**config.mk**
```make
export PLATFORM = sky130hd
export DESIGN_NAME = sw_debounce_sync
export DESIGN_NICKNAME = d
export VERILOG_FILES = /design/src/rtl/sw_debounce_sync_pkg.sv /design/src/rtl/sw_debounce_sync_debounce_ch.sv /design/src/rtl/sw_debounce_sync.sv
export SDC_FILE = /design/constraint.sdc
export NUM_CORES = 1
export LEC_CHECK = 0
export CAP_MARGIN = 20
export CELL_PAD_IN_SITES_DETAIL_PLACEMENT = 0
export CELL_PAD_IN_SITES_GLOBAL_PLACEMENT = 1
export CORE_ASPECT_RATIO = 0.7
export CORE_MARGIN = 2
export CORE_UTILIZATION = 30
export CTS_CLUSTER_SIZE = 14
export DETAILED_ROUTE_END_ITERATION = 6
export PLACE_DENSITY_LB_ADDON = 0.1
export SLEW_MARGIN = 20
export SYNTH_ARGS = -nofsm -noshare
export SYNTH_HDL_FRONTEND = slang
export SYNTH_HIERARCHICAL = 1
export SYNTH_SLANG_ARGS = --single-unit
```
**constraint.sdc**
```tcl
create_clock -name CLOCK_50 -period 2.2 [get_ports CLOCK_50]
set_input_delay 0.33 -clock CLOCK_50 [delete_from_list [all_inputs] [get_ports CLOCK_50]]
set_output_delay 0.33 -clock CLOCK_50 [all_outputs]
set_load 0.01 [all_outputs]
```
**src/rtl/sw_debounce_sync_pkg.sv**
```systemverilog
// Shared constants and FSM encoding for the switch debounce stage.
package sw_debounce_sync_pkg;

    typedef enum logic [1:0] {
        STABLE_LO = 2'd0,
        WAIT_HI   = 2'd1,
        STABLE_HI = 2'd2,
        WAIT_LO   = 2'd3
    } db_state_e;

    localparam int unsigned DEF_STABLE_CYCLES = 500000;
    localparam int unsigned DEF_CNT_W         = 20;

endpackage

```
**src/rtl/sw_debounce_sync_debounce_ch.sv**
```systemverilog
// One switch channel: 2-flop synchroniser, stable-count debounce FSM, level.
// Edge pulses are built only when DEBOUNCE_EDGE_OUT_EN is defined.
module debounce_ch
    import sw_debounce_sync_pkg::*;
#(
    parameter int unsigned STABLE_CYCLES = DEF_STABLE_CYCLES,
    parameter int unsigned CNT_W         = DEF_CNT_W
) (
    input  logic clk,
    input  logic rst,
    input  logic raw,
    output logic level,
    output logic rise,
    output logic fall
);

    localparam logic [CNT_W-1:0] CNT_MAX = CNT_W'(STABLE_CYCLES - 1);

    logic [1:0]       sync_q, sync_d;
    db_state_e        state_q, state_d;
    logic [CNT_W-1:0] cnt_q, cnt_d;
    logic             level_q, level_d;
    logic             smp;

    assign smp = sync_q[1];

    always_comb begin
        sync_d  = {sync_q[0], raw};
        state_d = state_q;
        cnt_d   = cnt_q;
        level_d = level_q;
        case (state_q)
            STABLE_LO: begin
                if (smp) begin
                    state_d = WAIT_HI;
                    cnt_d   = CNT_W'(1);
                end else begin
                    cnt_d   = '0;
                end
            end
            WAIT_HI: begin
                if (!smp) begin
                    state_d = STABLE_LO;
                    cnt_d   = '0;
                end else if (cnt_q == CNT_MAX) begin
                    state_d = STABLE_HI;
                    level_d = 1'b1;
                    cnt_d   = '0;
                end else begin
                    cnt_d   = cnt_q + CNT_W'(1);
                end
            end
            STABLE_HI: begin
                if (!smp) begin
                    state_d = WAIT_LO;
                    cnt_d   = CNT_W'(1);
                end else begin
                    cnt_d   = '0;
                end
            end
            WAIT_LO: begin
                if (smp) begin
                    state_d = STABLE_HI;
                    cnt_d   = '0;
                end else if (cnt_q == CNT_MAX) begin
                    state_d = STABLE_LO;
                    level_d = 1'b0;
                    cnt_d   = '0;
                end else begin
                    cnt_d   = cnt_q + CNT_W'(1);
                end
            end
            default: begin
                state_d = STABLE_LO;
                cnt_d   = '0;
            end
        endcase
    end

    always_ff @(posedge clk) begin
        if (rst) begin
            sync_q  <= '0;
            state_q <= STABLE_LO;
            cnt_q   <= '0;
            level_q <= 1'b0;
        end else begin
            sync_q  <= sync_d;
            state_q <= state_d;
            cnt_q   <= cnt_d;
            level_q <= level_d;
        end
    end

    assign level = level_q;

`ifdef DEBOUNCE_EDGE_OUT_EN
    logic rise_q, rise_d, fall_q, fall_d;

    // Pulses register alongside the level so they coincide with its new value.
    always_comb begin
        rise_d = level_d & ~level_q;
        fall_d = ~level_d & level_q;
    end

    always_ff @(posedge clk) begin
        if (rst) begin
            rise_q <= 1'b0;
            fall_q <= 1'b0;
        end else begin
            rise_q <= rise_d;
            fall_q <= fall_d;
        end
    end

    assign rise = rise_q;
    assign fall = fall_q;
`else
    assign rise = 1'b0;
    assign fall = 1'b0;
`endif

endmodule

```
**src/rtl/sw_debounce_sync.sv**
```systemverilog
// Debounces SW[0] (data) and SW[1] (flip-flop clock) and maps them to LEDs.
// DEBOUNCE_EDGE_OUT_EN enables clk_rise/clk_fall and the sticky LEDR[3:2].
module sw_debounce_sync
    import sw_debounce_sync_pkg::*;
#(
    parameter int unsigned STABLE_CYCLES = DEF_STABLE_CYCLES,
    parameter int unsigned CNT_W         = DEF_CNT_W
) (
    input  logic       CLOCK_50,
    input  logic       reset,
    input  logic [1:0] SW,
    output logic       d_clean,
    output logic       clk_clean,
    output logic       clk_rise,
    output logic       clk_fall,
    output logic [3:0] LEDR
);

    logic d_rise_unused, d_fall_unused;

    debounce_ch #(.STABLE_CYCLES(STABLE_CYCLES), .CNT_W(CNT_W)) u_data (
        .clk   (CLOCK_50),
        .rst   (reset),
        .raw   (SW[0]),
        .level (d_clean),
        .rise  (d_rise_unused),
        .fall  (d_fall_unused)
    );

    debounce_ch #(.STABLE_CYCLES(STABLE_CYCLES), .CNT_W(CNT_W)) u_gate (
        .clk   (CLOCK_50),
        .rst   (reset),
        .raw   (SW[1]),
        .level (clk_clean),
        .rise  (clk_rise),
        .fall  (clk_fall)
    );

`ifdef DEBOUNCE_EDGE_OUT_EN
    logic rise_sticky_q, rise_sticky_d, fall_sticky_q, fall_sticky_d;

    always_comb begin
        rise_sticky_d = rise_sticky_q | clk_rise;
        fall_sticky_d = fall_sticky_q | clk_fall;
    end

    always_ff @(posedge CLOCK_50) begin
        if (reset) begin
            rise_sticky_q <= 1'b0;
            fall_sticky_q <= 1'b0;
        end else begin
            rise_sticky_q <= rise_sticky_d;
            fall_sticky_q <= fall_sticky_d;
        end
    end

    assign LEDR = {fall_sticky_q, rise_sticky_q, clk_clean, d_clean};
`else
    assign LEDR = {2'b00, clk_clean, d_clean};
`endif

endmodule

```
After elaboration in Yosys (flattened, before gate mapping)
Index checks and enable logic that the tools add are counted.
Widths: inputs -> output; s select.
{"block": "word_totals", "output_inout_bits": 8, "register_bits": 50, "wordCells": 78, "input_bits": 4}
{"block": "classes", "eq_ne": 24, "reduce_logical": 8, "add_sub_neg": 2, "n_mux": 36}
{"op": "$pmux 20 s4", "n": 2}
{"op": "$mux 20", "n": 6}
{"op": "$add 20x1->20 const B", "n": 2}
{"op": "$eq 20x19->1 const B", "n": 2}
{"op": "$mux 2", "n": 12}
{"op": "$ne 2x1->1 const B", "n": 8}
{"op": "$pmux 2 s4", "n": 2}
{"op": "$mux 1", "n": 12}
{"op": "$reduce_and 5->1", "n": 2}
{"op": "$eq 2x2->1 const B", "n": 4}
{"op": "$ne 2x2->1 const B", "n": 4}
{"op": "$reduce_and 4->1", "n": 2}
{"op": "$ne 3x1->1 const B", "n": 2}
{"op": "$ne 3x3->1 const B", "n": 2}
{"op": "$eq 2x1->1 const B", "n": 2}
{"op": "$logic_not 2->1", "n": 2}
{"op": "$pmux 1 s2", "n": 2}
{"op": "$reduce_bool 2->1", "n": 2}

Depth between registers and ports, before layout
{"block": "depth", "ltp_word": 4, "depth_mapped": 6, "depth_no_buf": 5}

Cells and area by module
Netlist, hierarchy kept.
{"module": "debounce_ch at u_data", "seq_area_each_um2": 500.5, "instances": 1, "area_per_inst_um2": 1154.9, "cells_each": 131}
{"module": "debounce_ch at u_gate", "seq_area_each_um2": 500.5, "instances": 1, "area_per_inst_um2": 1138.6, "cells_each": 132}
{"module": "sw_debounce_sync", "seq_area_each_um2": 0.0, "instances": 1, "area_per_inst_um2": 33.8, "cells_each": 5}

Worst setup path after synthesis
OpenSTA, ideal clock, no wires.
{"block": "synth_timing", "path_kind": "reg-to-reg", "start": "register u_gate.cnt_q[2]", "end": "register u_gate.cnt_q[10]", "n_path_buf": 2, "synth_period_minus_slack_ns": 1.867, "path_stages_with_launch": 7, "arrival_ns": 1.750, "setup_slack_ns": 0.333, "cell_sequence": "dfxtp_1 nand3_4 or4b_1 buf_2 o2111ai_4 buf_2 nor2_1"}
{"block": "synth_between", "elab_chain_len": 4, "elab_cells_between_ends": 6, "cone_classes": "1 x add/sub; 1 x eq/ne; 4 x mux"}
{"item": "from (decl)", "line": "sw_debounce_sync_debounce_ch.sv:21", "text": "logic [CNT_W-1:0] cnt_q, cnt_d;"}
{"item": "from (signal assigned)", "line": "sw_debounce_sync_debounce_ch.sv:89", "text": "cnt_q <= cnt_d;"}
{"item": "$add 20x1->20 / $eq 20x19->1 (equally long branches)"}
{"item": "$mux 20 (*)", "line": "sw_debounce_sync_debounce_ch.sv:45, sw_debounce_sync_debounce_ch.sv:65"}
{"item": "$mux 20 (on tied branches)", "line": "sw_debounce_sync_debounce_ch.sv:62, sw_debounce_sync_debounce_ch.sv:42"}
{"item": "$pmux 20 s4 (*)", "line": "sw_debounce_sync_debounce_ch.sv:32", "text": "case (state_q)"}
Every way passes the cells marked *; elsewhere a longest branch is shown, timed or not.
A chain may end at the register's enable or synchronous reset.

Final worst setup path
{"block": "layout_timing", "start": "register u_gate.cnt_q[2]", "end": "register u_gate.level_q (netlist: u_gate/level)"}
{"block": "layout_between", "elab_chain_len": 3, "elab_cells_between_ends": 4, "cone_classes": "3 x eq/ne; 1 x reduce/logical"}
{"item": "$eq 20x19->1 (*)", "line": "sw_debounce_sync_debounce_ch.sv:45, sw_debounce_sync_debounce_ch.sv:65"}
{"item": "$ne 2x1->1 (no line)"}
{"item": "$reduce_and 5->1 (no line) (*)"}
{"item": "to (signal assigned)", "line": "sw_debounce_sync_debounce_ch.sv:90", "text": "level_q <= level_d;"}
{"item": "to (decl)", "line": "sw_debounce_sync_debounce_ch.sv:22", "text": "logic level_q, level_d;"}
Marks and branches as above.

==> key figures <==
Clocking
  – Clk Latency, worst-skew pair: 0.30 ns
  – Clock Root Buffer: clkbuf_8
  – CTS Sinks: 50
  – CTS tree: done
  – Clock slew at reported path FFs: 0.09 ns
  – Longest Clk Path Bufs: 2
  – Num CTS Buffers: 5
  – Hold-fix buffers at CTS: 0
  – Max H-tree Level: 2

Routing
  – DR vias: 1,781
  – DR WL/cell: 12.6 um
  – 1st-pass router iterations: 4
  – Drt total wl: 4690 um
  – DRC: 0
  – Via density: 4.80
  – Initial DRC count: 100
  – Antenna-violating nets left: 0

Power and ir drop
  – VDD IR max: 0.271 mV
  – Leakage: 0.700 nW
  – Overall Power: 1.60 mW
  – Power per Cell Area: 624 nW/um2

Die
  – Chip width: 109 um
  – Rows: 26
  – IO Pins: 12
  – Starting density of the core: 31.3%
  – DIE HEIGHT: 77.4 um
  – CORE AREA: 7380 um2
  – Die area: 8420 um2

Worst setup path
  – Setup crit end: u_gate/level
  – Reg-to-reg critical path startpoint: u_gate/cnt_q[2]
  – Crit. Startpoint: u_gate/cnt_q[2]
  – Crit Path Class: reg -> reg
  – Worst-path fanout max: 10
  – Worst-path cell with the longest stage delay: or4b_1
  – CP arrival: 2.25 ns
  – Worst reg2reg setup slack: 0.18 ns
  – Max incr delay on CP: 0.68 ns
  – Crit path cell chain: nand3_4, or4b_1, or4_1, a31oi_1
  – CP Launch Type: flop
  – FF-to-FF End: u_gate/level
  – Endpoint class of the critical path: flop
  – WP data required: 2.43 ns
  – R2R cell count: 4

Logic synthesis
  – Synth Cell Area: 2310 um2
  – Mapped Avg Cell Area: 8.71 um2
  – Cells after Synth: 265
  – YS warnings: 6

GRT
  – Number of global-route vias before repair: 1,539
  – Met3 usage: 3.28%
  – Gr usage total: 12.3%
  – Largest net degree at the start of global routing: 20
  – Total grt overflow: 0
  – GRT met1 Usage: 20.7%
  – First-pass GRT wire length: 7970 um
  – GR Layer Usage met2: 13.8%
  – GR peak layer: met1
  – Initial antenna violation count: 0

Timing
  – Final Cycle Share: 91.9%
  – Final max-slew violation count: 0
  – Final Hold Viols: 0
  – Worst-case clock skew: 0.00715 ns
  – Setup TNS: 0 ns
  – Slew headroom: 63.4%
  – Tmin final: 2.02 ns
  – Final setup violation count: 0
  – Fmax: 495 MHz
  – RSZ-0062 raised after global routing: no
  – Worst-margin pin slew: 0.542 ns

Job
  – Max-cap violation count: 0

Hold path
  – Worst hold path stage count: 1
  – Hold WC Path Type: reg -> reg

Final layout
  – Final Non-Filler Cells: 371
  – N_diodes: 0
  – Area added between synthesis and finish: 11.3%
  – Nets@finish: 278
  – Share of cells above drive strength 1: 5.86%

Placed design
  – Port buffer count: 7
  – HPWL after DPL: 3320 um
  – Placed Instances: 363
  – Final GP Congestion: 0.727

Outcome
  – Run status: finished, final reports clean
report_power, final:
part | total (mW) | switching [mW] | internal (mW)
registers | 0.920 | 0.00716 | 0.913
logic | 0.0446 | 0.0214 | 0.0233
clock network | 0.638 | 0.297 | 0.341
total | 1.60 | 0.326 | 1.28
layout by cell type (no fill, tap or decap), types with 3 or more instances in the layout:
| cell type | instances |
|---|---|
| o21ai_0 | 12 |
| o31ai_1 | 5 |
| nor2b_1 | 5 |
| nor3_1 | 8 |
| nor4b_1 | 3 |
| inv_1 | 15 |
| and4_1 | 4 |
| xnor2_1 | 16 |
| nand2_1 | 14 |
| dfxtp_1 | 50 |
| nor4_1 | 5 |
| clkdlybuf4s50_1 | 7 |
| conb_1 | 4 |
| a21oi_1 | 13 |
| nand4_1 | 11 |
| clkbuf_8 | 5 |
| nor2_1 | 33 |
| or3_1 | 6 |
| or4_1 | 9 |
| xor2_1 | 10 |
| nand3_1 | 15 |
routing by layer:
metal / up-vias / part of all wire (%) / wire (um)
li1: 939 / - / -
met1: 809 / 60 / 2820
met2: 27 / 35 / 1630
met3: 6 / 3.6 / 171
met4: 0 / 1.4 / 65
met5: - / 0 / 0
area by class of cell:
class / count / area (um2)
fillers: 769 / 4820
multi-input cells: 190 / 1180
flip-flops and latches: 50 / 1000
well taps: 98 / 123
repair buffers: 10 / 105
clock buffers: 7 / 76.3
inverters: 15 / 56.3
clock inverters: 1 / 30.0
state kept, by name, summed over array words and instances, names as in the netlist, named ones only:
signal,flops
u_gate/cnt_q,20
u_gate/level,1
u_data/level,1
u_data/state_q,1
u_data/sync_q,2
u_data/cnt_q,20
u_gate/sync_q,2
u_gate/state_q,1
critical path, delay by kind of cell, from the launching register on:
family	cells	cell delay, ns
AOI/OAI and AO/OA	1	0.17
and+or+nand+nor	3	1.35
DFF	1	0.44
metrics by stage:
stage          setup slack (ns)  hold WS [ns]  utilization, %  instance area (um2)
6_report                  0.178         0.450            34.8                 2570
5_1_grt                  0.0499         0.481            34.8                 2570
3_5_place_dp              0.175         0.434            33.3                 2460
2_1_floorplan             0.333         0.399               -                 2320
3_3_place_gp              0.228         0.434            33.3                 2460
4_1_cts                   0.159         0.461            34.7                 2560
how the worst min path moves through the flow:
stage | startpoint | endpoint | slack, ns
after detailed placement | u_data/sync_q[0] | u_data/sync_q[1] | 0.43
after CTS | u_data/sync_q[0] | u_data/sync_q[1] | 0.46
after floorplan | reset | flop | 0.40
final | u_data/sync_q[0] | u_data/sync_q[1] | 0.45
after global routing | u_data/sync_q[0] | u_data/sync_q[1] | 0.48
after global placement | u_data/sync_q[0] | u_data/sync_q[1] | 0.43
timing repair:
| item | in CTS | in global routing |
|---|---|---|
| gates resized for setup | 0 | 1 |
| endpoints found under the setup margin | 0 | 2 |
| hold endpoints to repair | 0 | 0 |
| setup buffers | 0 | 0 |
Note: power is estimated with default switching activity, not from simulation.
